<file path="src/rtl/stopwatch_core_if.sv">
// Control pulses and display/status outputs of the stopwatch core.
interface stopwatch_core_if;
  logic       start_stop;
  logic       lap;
  logic       clear;
  logic [6:0] digit0_segments;
  logic [6:0] digit1_segments;
  logic [6:0] digit2_segments;
  logic [6:0] digit3_segments;
  logic       running;
  logic       lap_active;

  modport master (
    output start_stop, lap, clear,
    input  digit0_segments, digit1_segments, digit2_segments, digit3_segments,
    input  running, lap_active
  );

  modport slave (
    input  start_stop, lap, clear,
    output digit0_segments, digit1_segments, digit2_segments, digit3_segments,
    output running, lap_active
  );
endinterface

</file>
<file path="src/rtl/stopwatch_core.sv">
// MM:SS stopwatch: run/pause/lap-hold FSM, BCD time counter, registered 7-segment outputs.
module stopwatch_core #(
  parameter int unsigned TICKS_PER_SEC = 25000000
) (
  input  logic             clk,
  input  logic             rst_n,
  stopwatch_core_if.slave  sw
);

  localparam int unsigned   PW      = (TICKS_PER_SEC > 1) ? $clog2(TICKS_PER_SEC) : 1;
  localparam logic [PW-1:0] PS_LAST = PW'(TICKS_PER_SEC - 1);

  typedef enum logic [1:0] {IDLE, RUN, PAUSE, LAP_HOLD} state_t;

  state_t        state_q, state_d;
  logic [PW-1:0] pre_q, pre_d;
  logic [15:0]   time_q, time_d;   // {min tens, min units, sec tens, sec units}
  logic [15:0]   hold_q, hold_d;
  logic [27:0]   seg_q, seg_d;     // {digit3, digit2, digit1, digit0}
  logic [15:0]   disp;
  logic          counting;
  logic          tick;

  function automatic logic [15:0] bcd_inc(input logic [15:0] t);
    logic [15:0] r;
    r = t;
    if (t[3:0] != 4'd9) begin
      r[3:0] = t[3:0] + 4'd1;
    end else begin
      r[3:0] = '0;
      if (t[7:4] != 4'd5) begin
        r[7:4] = t[7:4] + 4'd1;
      end else begin
        r[7:4] = '0;
        if (t[11:8] != 4'd9) begin
          r[11:8] = t[11:8] + 4'd1;
        end else begin
          r[11:8]  = '0;
          r[15:12] = (t[15:12] == 4'd5) ? '0 : t[15:12] + 4'd1;
        end
      end
    end
    return r;
  endfunction

  function automatic logic [6:0] seg7(input logic [3:0] d);
    logic [6:0] s;
    case (d)
      4'd0:    s = 7'h3F;
      4'd1:    s = 7'h06;
      4'd2:    s = 7'h5B;
      4'd3:    s = 7'h4F;
      4'd4:    s = 7'h66;
      4'd5:    s = 7'h6D;
      4'd6:    s = 7'h7D;
      4'd7:    s = 7'h07;
      4'd8:    s = 7'h7F;
      4'd9:    s = 7'h6F;
      default: s = 7'h00;
    endcase
    return s;
  endfunction

  always_comb begin
    state_d  = state_q;
    pre_d    = pre_q;
    time_d   = time_q;
    hold_d   = hold_q;
    counting = (state_q == RUN) || (state_q == LAP_HOLD);
    tick     = counting && (pre_q == PS_LAST);

    if (counting) begin
      pre_d = tick ? '0 : pre_q + PW'(1);
    end
    if (tick) begin
      time_d = bcd_inc(time_q);
    end

    // Only the highest-priority pulse is considered; a clear in RUN swallows start_stop.
    if (sw.clear) begin
      if (state_q == IDLE || state_q == PAUSE) begin
        state_d = IDLE;
        time_d  = '0;
        hold_d  = '0;
        pre_d   = '0;
      end
    end else if (sw.start_stop) begin
      case (state_q)
        IDLE:     state_d = RUN;
        RUN:      state_d = PAUSE;
        PAUSE:    state_d = RUN;
        LAP_HOLD: state_d = PAUSE;
        default:  state_d = IDLE;
      endcase
    end else if (sw.lap) begin
      if (state_q == RUN) begin
        state_d = LAP_HOLD;
        hold_d  = time_q;
      end else if (state_q == LAP_HOLD) begin
        state_d = RUN;
      end
    end

    disp  = (state_q == LAP_HOLD) ? hold_q : time_q;
    seg_d = {seg7(disp[15:12]), seg7(disp[11:8]), seg7(disp[7:4]), seg7(disp[3:0])};
  end

  always_ff @(posedge clk or negedge rst_n) begin
    if (!rst_n) begin
      state_q <= IDLE;
      pre_q   <= '0;
      time_q  <= '0;
      hold_q  <= '0;
      seg_q   <= {4{7'h3F}};
    end else begin
      state_q <= state_d;
      pre_q   <= pre_d;
      time_q  <= time_d;
      hold_q  <= hold_d;
      seg_q   <= seg_d;
    end
  end

  assign sw.digit0_segments = seg_q[6:0];
  assign sw.digit1_segments = seg_q[13:7];
  assign sw.digit2_segments = seg_q[20:14];
  assign sw.digit3_segments = seg_q[27:21];
  assign sw.running         = (state_q == RUN) || (state_q == LAP_HOLD);
  assign sw.lap_active      = (state_q == LAP_HOLD);

endmodule
</file>
<file path="src/flat_wrapper.sv">
// flat-port wrapper written by rule: the top's interface ports become plain ports
module stopwatch_core_flat 
#(
  parameter int unsigned TICKS_PER_SEC = 25000000
)
  (clk, rst_n, sw_start_stop, sw_lap, sw_clear, sw_digit0_segments, sw_digit1_segments, sw_digit2_segments, sw_digit3_segments, sw_running, sw_lap_active);
  stopwatch_core_if sw_i ();
  input  logic clk;
  input  logic rst_n;
  input wire logic [$bits(sw_i.start_stop)-1:0] sw_start_stop;
  input wire logic [$bits(sw_i.lap)-1:0] sw_lap;
  input wire logic [$bits(sw_i.clear)-1:0] sw_clear;
  output wire logic [$bits(sw_i.digit0_segments)-1:0] sw_digit0_segments;
  output wire logic [$bits(sw_i.digit1_segments)-1:0] sw_digit1_segments;
  output wire logic [$bits(sw_i.digit2_segments)-1:0] sw_digit2_segments;
  output wire logic [$bits(sw_i.digit3_segments)-1:0] sw_digit3_segments;
  output wire logic [$bits(sw_i.running)-1:0] sw_running;
  output wire logic [$bits(sw_i.lap_active)-1:0] sw_lap_active;
  assign sw_i.start_stop = sw_start_stop;
  assign sw_i.lap = sw_lap;
  assign sw_i.clear = sw_clear;
  assign sw_digit0_segments = sw_i.digit0_segments;
  assign sw_digit1_segments = sw_i.digit1_segments;
  assign sw_digit2_segments = sw_i.digit2_segments;
  assign sw_digit3_segments = sw_i.digit3_segments;
  assign sw_running = sw_i.running;
  assign sw_lap_active = sw_i.lap_active;
  stopwatch_core #(.TICKS_PER_SEC(TICKS_PER_SEC)) u_core (.clk(clk), .rst_n(rst_n), .sw(sw_i));
endmodule
</file>
<file path="config.mk">
export PLATFORM = sky130hd
export DESIGN_NAME = stopwatch_core_flat
export DESIGN_NICKNAME = d
export VERILOG_FILES = /design/src/rtl/stopwatch_core_if.sv /design/src/rtl/stopwatch_core.sv /design/src/flat_wrapper.sv
export SDC_FILE = /design/constraint.sdc
export NUM_CORES = 1
export LEC_CHECK = 0
export ABC_AREA = 1
export BUFFER_PORTS_ARGS = -buffer_cell sky130_fd_sc_hd__buf_2
export CAP_MARGIN = 10
export CORE_AREA = 5 5 99 170
export DETAILED_ROUTE_END_ITERATION = 7
export DIE_AREA = 0 0 104 175
export MAX_ROUTING_LAYER = met4
export PLACE_DENSITY = 0.47
export SETUP_SLACK_MARGIN = 0.1
export SLEW_MARGIN = 30
export SYNTH_ARGS = -nofsm -noshare
export SYNTH_HDL_FRONTEND = slang
export SYNTH_SLANG_ARGS = --single-unit
</file>
<file path="constraint.sdc">
create_clock -name clk -period 2.45 [get_ports clk]
set_clock_uncertainty 0.05 [all_clocks]
set_input_delay 0.3675 -clock clk [delete_from_list [all_inputs] [get_ports clk]]
set_output_delay 0.3675 -clock clk [all_outputs]
set_load 0.01 [all_outputs]
</file>
After elaboration in Yosys (flattened, before gate mapping). Memories as Yosys holds them, arrays and structs flattened. A register that Yosys moved wholly into a read port is not among the register bits. Index checks and enable logic that the tools add are counted. W data, S select, Z words.

Add/subtract/negate cells: 5. Eq/ne operators: 10. Muxes and demuxes: 27. Reductions and logical operators: 16.

Operators with widths (number): $mux W16 (9); $mux W25 (4); $add A25 B1 Y25 const B (1); $eq A25 B25 Y1 const B (1); $mux W4 (5); $add A4 B1 Y4 const B (4); $mux W12 (1); $mux W2 (6); $mux W8 (1); $ne A4 B4 Y1 const B (2); $eq A2 B2 Y1 const B (2); $eq A4 B3 Y1 const B (1); $logic_not A1 Y1 (4); $ne A2 B1 Y1 const B (2); $ne A4 B3 Y1 const B (1); $pmux W2 S2 (1); $reduce_and A4 Y1 (1); $reduce_bool A2 Y1 (2); $reduce_bool A4 Y1 (1); $reduce_or A2 Y1 (2); $reduce_and A3 Y1 (1); $reduce_bool A3 Y1 (1); $eq A2 B1 Y1 const B (1); $logic_not A2 Y1 (1); other kinds (2) (3).

Flip-flop bits (word level): 59. ROM bits: 448. Bits of input ports: 5. Output and inout bits: 30. Memories: 4.

Memories: (no name shown) (depth 16, width 7, rd ports 1, clocked after Yosys merged registers in 1, write ports 0, line stopwatch_core.sv:48) `case (d)`; (no name shown) (depth 16, width 7, rd ports 1, clocked after Yosys merged registers in 1, write ports 0, line stopwatch_core.sv:48); (no name shown) (depth 16, width 7, rd ports 1, clocked after Yosys merged registers in 1, write ports 0, line stopwatch_core.sv:48); (no name shown) (depth 16, width 7, rd ports 1, clocked after Yosys merged registers in 1, write ports 0, line stopwatch_core.sv:48).

Logic depth before layout (Yosys ltp).
Depth in word-level cells: 8. Mapped depth: 12.

Worst setup path before layout. No wires, ideal clock.

Path type: register -> register. Start: register u_core.state_q[0]. End: register u_core.seg_q[21]. Library setup time: 77 ps. Data arrival time: 1846 ps. Data required time: 2323 ps. Path slack: 477 ps. Cell stages (with the launch flop): 10. Path buffers: 3. Cells stage by stage: dfrtp_1 buf_6 nand2_4 buf_6 buf_2 o21ai_0 inv_1 ha_1 or2_2 a31oi_1.

Longest elaborated chain between the ends: 2.

RTL lines: start, declared (line stopwatch_core.sv:15) `state_t state_q, state_d;`; start signal, assigned (line stopwatch_core.sv:116) `state_q <= state_d;`; $eq A2 B2 Y1 (line stopwatch_core.sv:104) `disp = (state_q == LAP_HOLD) ? hold_q : time_q;`; $mux W16 (line stopwatch_core.sv:104); end, declared (line stopwatch_core.sv:19) `logic [27:0] seg_q, seg_d;`.

No other way between the ends. A chain may end at the register's enable or synchronous reset.

Worst setup path in the final report.
Start: register u_core.state_q[1]. End: register u_core.seg_q[21].

Same word-level chain as after synthesis.

==> impl_metrics.env <==
export IMPL_synth_yosys_seq_area_share=0.422
export IMPL_synth_top_area_frac=0.302
export IMPL_antenna_found_initial=0
export IMPL_synth_area_leaders="dfrtp_1 (30%), nand2_1 (12%), dfstp_2 (12%), ha_1 (6.0%), inv_1 (5.5%)"
export IMPL_power_switching_uw=1010
export IMPL_final_layout_size_suffix_gt1_frac=0.184
export IMPL_yosys_warnings=0
export IMPL_grt_pass1_wl_um=20700
export IMPL_worstSetupEndpoint="u_core.seg_q[21]$_DFF_PN1_"
export IMPL_nNetsFinal=737
export IMPL_tightest_slew_ns=0.513
export IMPL_postRouteWirelength_um=12400
export IMPL_fmax_mhz=518
export IMPL_synth_edff_count=0
export IMPL_period_share=0.789
export IMPL_internal_power_uw=2450
export IMPL_start_util=0.341
export IMPL_critPathKind="reg -> reg"
export IMPL_setup_tns_ns=0
export IMPL_rr_worst_depth=6
export IMPL_critical_path_arrival_ns=2.15
export IMPL_cts_sinks=87
export IMPL_reg2reg_slack_ns=0.52
export IMPL_vias_per_cell=4.79
export IMPL_seq_area_mm2=0.00221
export IMPL_die_w_um=104
export IMPL_place_inst=881
export IMPL_ys_seq_elements=87
export IMPL_clk_latency_ns=0.34
export IMPL_cts_htree_levels=3
export IMPL_syn_inst=670
export IMPL_syn_nets=700
export IMPL_synth_area_mm2=0.00523
export IMPL_antenna_cells=0
export IMPL_cts_buffers=9
export IMPL_p_leak_uw=0.00274
export IMPL_cts_resized=0
export IMPL_busiest_layer="met2"
export IMPL_rsz0062_at_grt="no"
export IMPL_rr_endpoint="u_core.seg_q[21]$_DFF_PN1_"
export IMPL_grt_max_degree=49
export IMPL_cp_required_ns=2.67
export IMPL_synth_cell_types=40
export IMPL_outcome="finished clean"
export IMPL_slew_headroom=0.658
export IMPL_combPwrFrac=0.155
export IMPL_cts_setup_buffers=0
export IMPL_ctsLongestPathBuffers=2
export IMPL_instances_no_fill=898
export IMPL_drv_cap=0
export IMPL_grt_use_met3=0.0222
export IMPL_cts_root_buf="clkbuf_16"
export IMPL_firstDrtPassIters=4
export IMPL_crit_start="u_core.state_q[1]$_DFFE_PN0P_"
export IMPL_fp_coreArea_mm2=0.0153
export IMPL_p_per_area_mw_per_mm2=589
export IMPL_pwr_share_clk=0.372
export IMPL_grt_overflow_total=0
export IMPL_hold_path_class="in -> reg"
export IMPL_cp_end_kind="register"
export IMPL_io_buffers=34
export IMPL_multi_input_area_mm2=0.00258
export IMPL_dp_hpwl_um=9670
export IMPL_ys_async_sr_fraction=1.00
export IMPL_drt_iter0_drc=158
export IMPL_remaining_drc_errors=0
export IMPL_grt_pass1_vias=4292
export IMPL_period_needed_ns=1.93
export IMPL_ctsHoldBuffers=1
export IMPL_route_antenna_remaining_nets=0
export IMPL_grt_use_total=0.143
export IMPL_io_pins=35
export IMPL_setup_viol=0
export IMPL_met1_usage=0.143
export IMPL_ir_worst_vdd_uv=393
export IMPL_fill_cells=1586
export IMPL_ys_flop_type="dfrtp_1"
export IMPL_r2r_start="u_core.state_q[1]$_DFFE_PN0P_"
export IMPL_maxSlewViolCount=0
export IMPL_p_sw_frac=0.291
export IMPL_vias=4301
export IMPL_crit_fanout=24
export IMPL_cts_tree="built"
export IMPL_wl_per_cell_um=13.8
export IMPL_cts_reportedPaths_clkPinSlew_ns=0.07
export IMPL_p_seq_frac=0.473
export IMPL_use_met2=0.276
export IMPL_rows=60
export IMPL_holdWs_ns=0.266
export IMPL_hold_viol_final=0
export IMPL_die_y_um=175
export IMPL_place_congestion=0.870
export IMPL_syn_to_final_growth_pct=12.4
export IMPL_yosys_area_top_type="dfrtp_1"
export IMPL_startpoint_type="register"
export IMPL_die_area_mm2=0.0182
export IMPL_syn_avg_cell_area_um2=7.80
==> registers in the layout, summed over array words and instances, names as in the netlist <==
name,count
u_core.time_q,16
u_core.seg_q,28
u_core.pre_q,25
u_core.hold_q,16
u_core.state_q,2
==> layout by cell type, fill, tap and decap left out, types with 7 or more instances in the layout <==
master,synthesis,layout
buf_4,0,9
a31oi_1,8,8
nand3_1,48,48
a21oi_1,11,11
dfrtp_1,63,63
nor3_1,7,7
or2_1,7,7
inv_2,9,9
nor2_1,74,74
inv_1,76,76
nand4_1,14,14
clkbuf_16,0,9
buf_2,7,33
xor2_1,12,12
dfstp_2,24,24
ha_1,25,25
o21ai_2,11,11
nand2_1,171,171
o21ai_0,46,46
==> stage by stage <==
stage | area (um2) | setup slack, ns | utilization | power (uW)
global route | 5880 | 0.351 | 0.384 | 3650
global placement | 5590 | 0.525 | 0.365 | 2210
finish | 5880 | 0.518 | 0.384 | 3460
floorplan | 5230 | 0.477 | - | 2020
CTS | 5880 | 0.504 | 0.384 | 3520
detailed placement | 5590 | 0.521 | 0.365 | 2210
==> cells by family (layout without fill, tap and decap cells) <==
kind of cell               after synthesis  count (layout)  share of synthesized area
AOI/OAI and AO/OA                       90              90                      0.105
xor gates and xnor gates                12              12                     0.0201
adders and majority gates               25              25                     0.0598
buffers and inverters                  104             146                     0.0852
DFF                                     87              87                      0.422
and+or+nand+nor                        352             352                      0.307
==> worst max-delay path, cell delays in order (launching register included) <==
cell and delay [ns]:
dfrtp_1 0.41, nand2_4 0.20, o21ai_0 0.37, inv_1 0.16, ha_1 0.22, or2_2 0.29
a31oi_1 0.17
==> worst min path at each step <==
stage             start                      endpoint  slack (ns)  cells past startpoint
2_1_floorplan     rst_n  u_core.hold_q[0]$_DFFE_PN0P_        0.02                      0
3_3_place_gp      rst_n    u_core.seg_q[20]$_DFF_PN0_        0.33                      1
3_5_place_dp      rst_n    u_core.seg_q[20]$_DFF_PN0_        0.34                      1
4_1_cts        sw_clear    u_core.pre_q[23]$_DFF_PN0_        0.26                      2
5_1_grt        sw_clear    u_core.pre_q[23]$_DFF_PN0_        0.27                      2
6_report       sw_clear    u_core.pre_q[23]$_DFF_PN0_        0.27                      2
==> per-layer routing <==
metal	routed length [um]	up-vias
met2	7090	58
met5	0	-
met4	257	0
met3	327	11
met1	4680	2015
li1	-	2217
==> Yosys cell counts (4+ instances only) <==
library cell  instances
a21oi_1              11
a31oi_1               8
buf_2                 7
buf_6                 6
clkbuf_1              4
dfrtp_1              63
dfstp_2              24
ha_1                 25
inv_1                76
inv_2                 9
nand2_1             171
nand2_2               4
nand3_1              48
nand3_2               4
nand4_1              14
nor2_1               74
nor2_2                4
nor3_1                7
nor3_2                4
o21ai_0              46
o21ai_2              11
or2_1                 7
xor2_1               12
==> area by class of cell <==
| type | instances | area share |
|---|---|---|
| Timing Repair Buffer | 44 | 0.0447 |
| Multi-Input combinational cell | 479 | 0.438 |
| Inverter | 86 | 0.0549 |
| Clock inverter | 6 | 0.00788 |
| Clock buffer | 10 | 0.0390 |
| Sequential cell | 87 | 0.376 |
| Tap cell | 186 | 0.0396 |
==> power by group through the flow <==
| stage | logic, uW | clock network, uW | registers (uW) |
|---|---|---|---|
| 4_1_cts | 553 | 1330 | 1640 |
| 2_1_floorplan | 318 | 0 | 1700 |
| 5_1_grt | 616 | 1380 | 1650 |
| 3_3_place_gp | 547 | 0 | 1660 |
| 6_report | 537 | 1290 | 1640 |
| 3_5_place_dp | 550 | 0 | 1660 |
(Power assumes the default switching activity.)
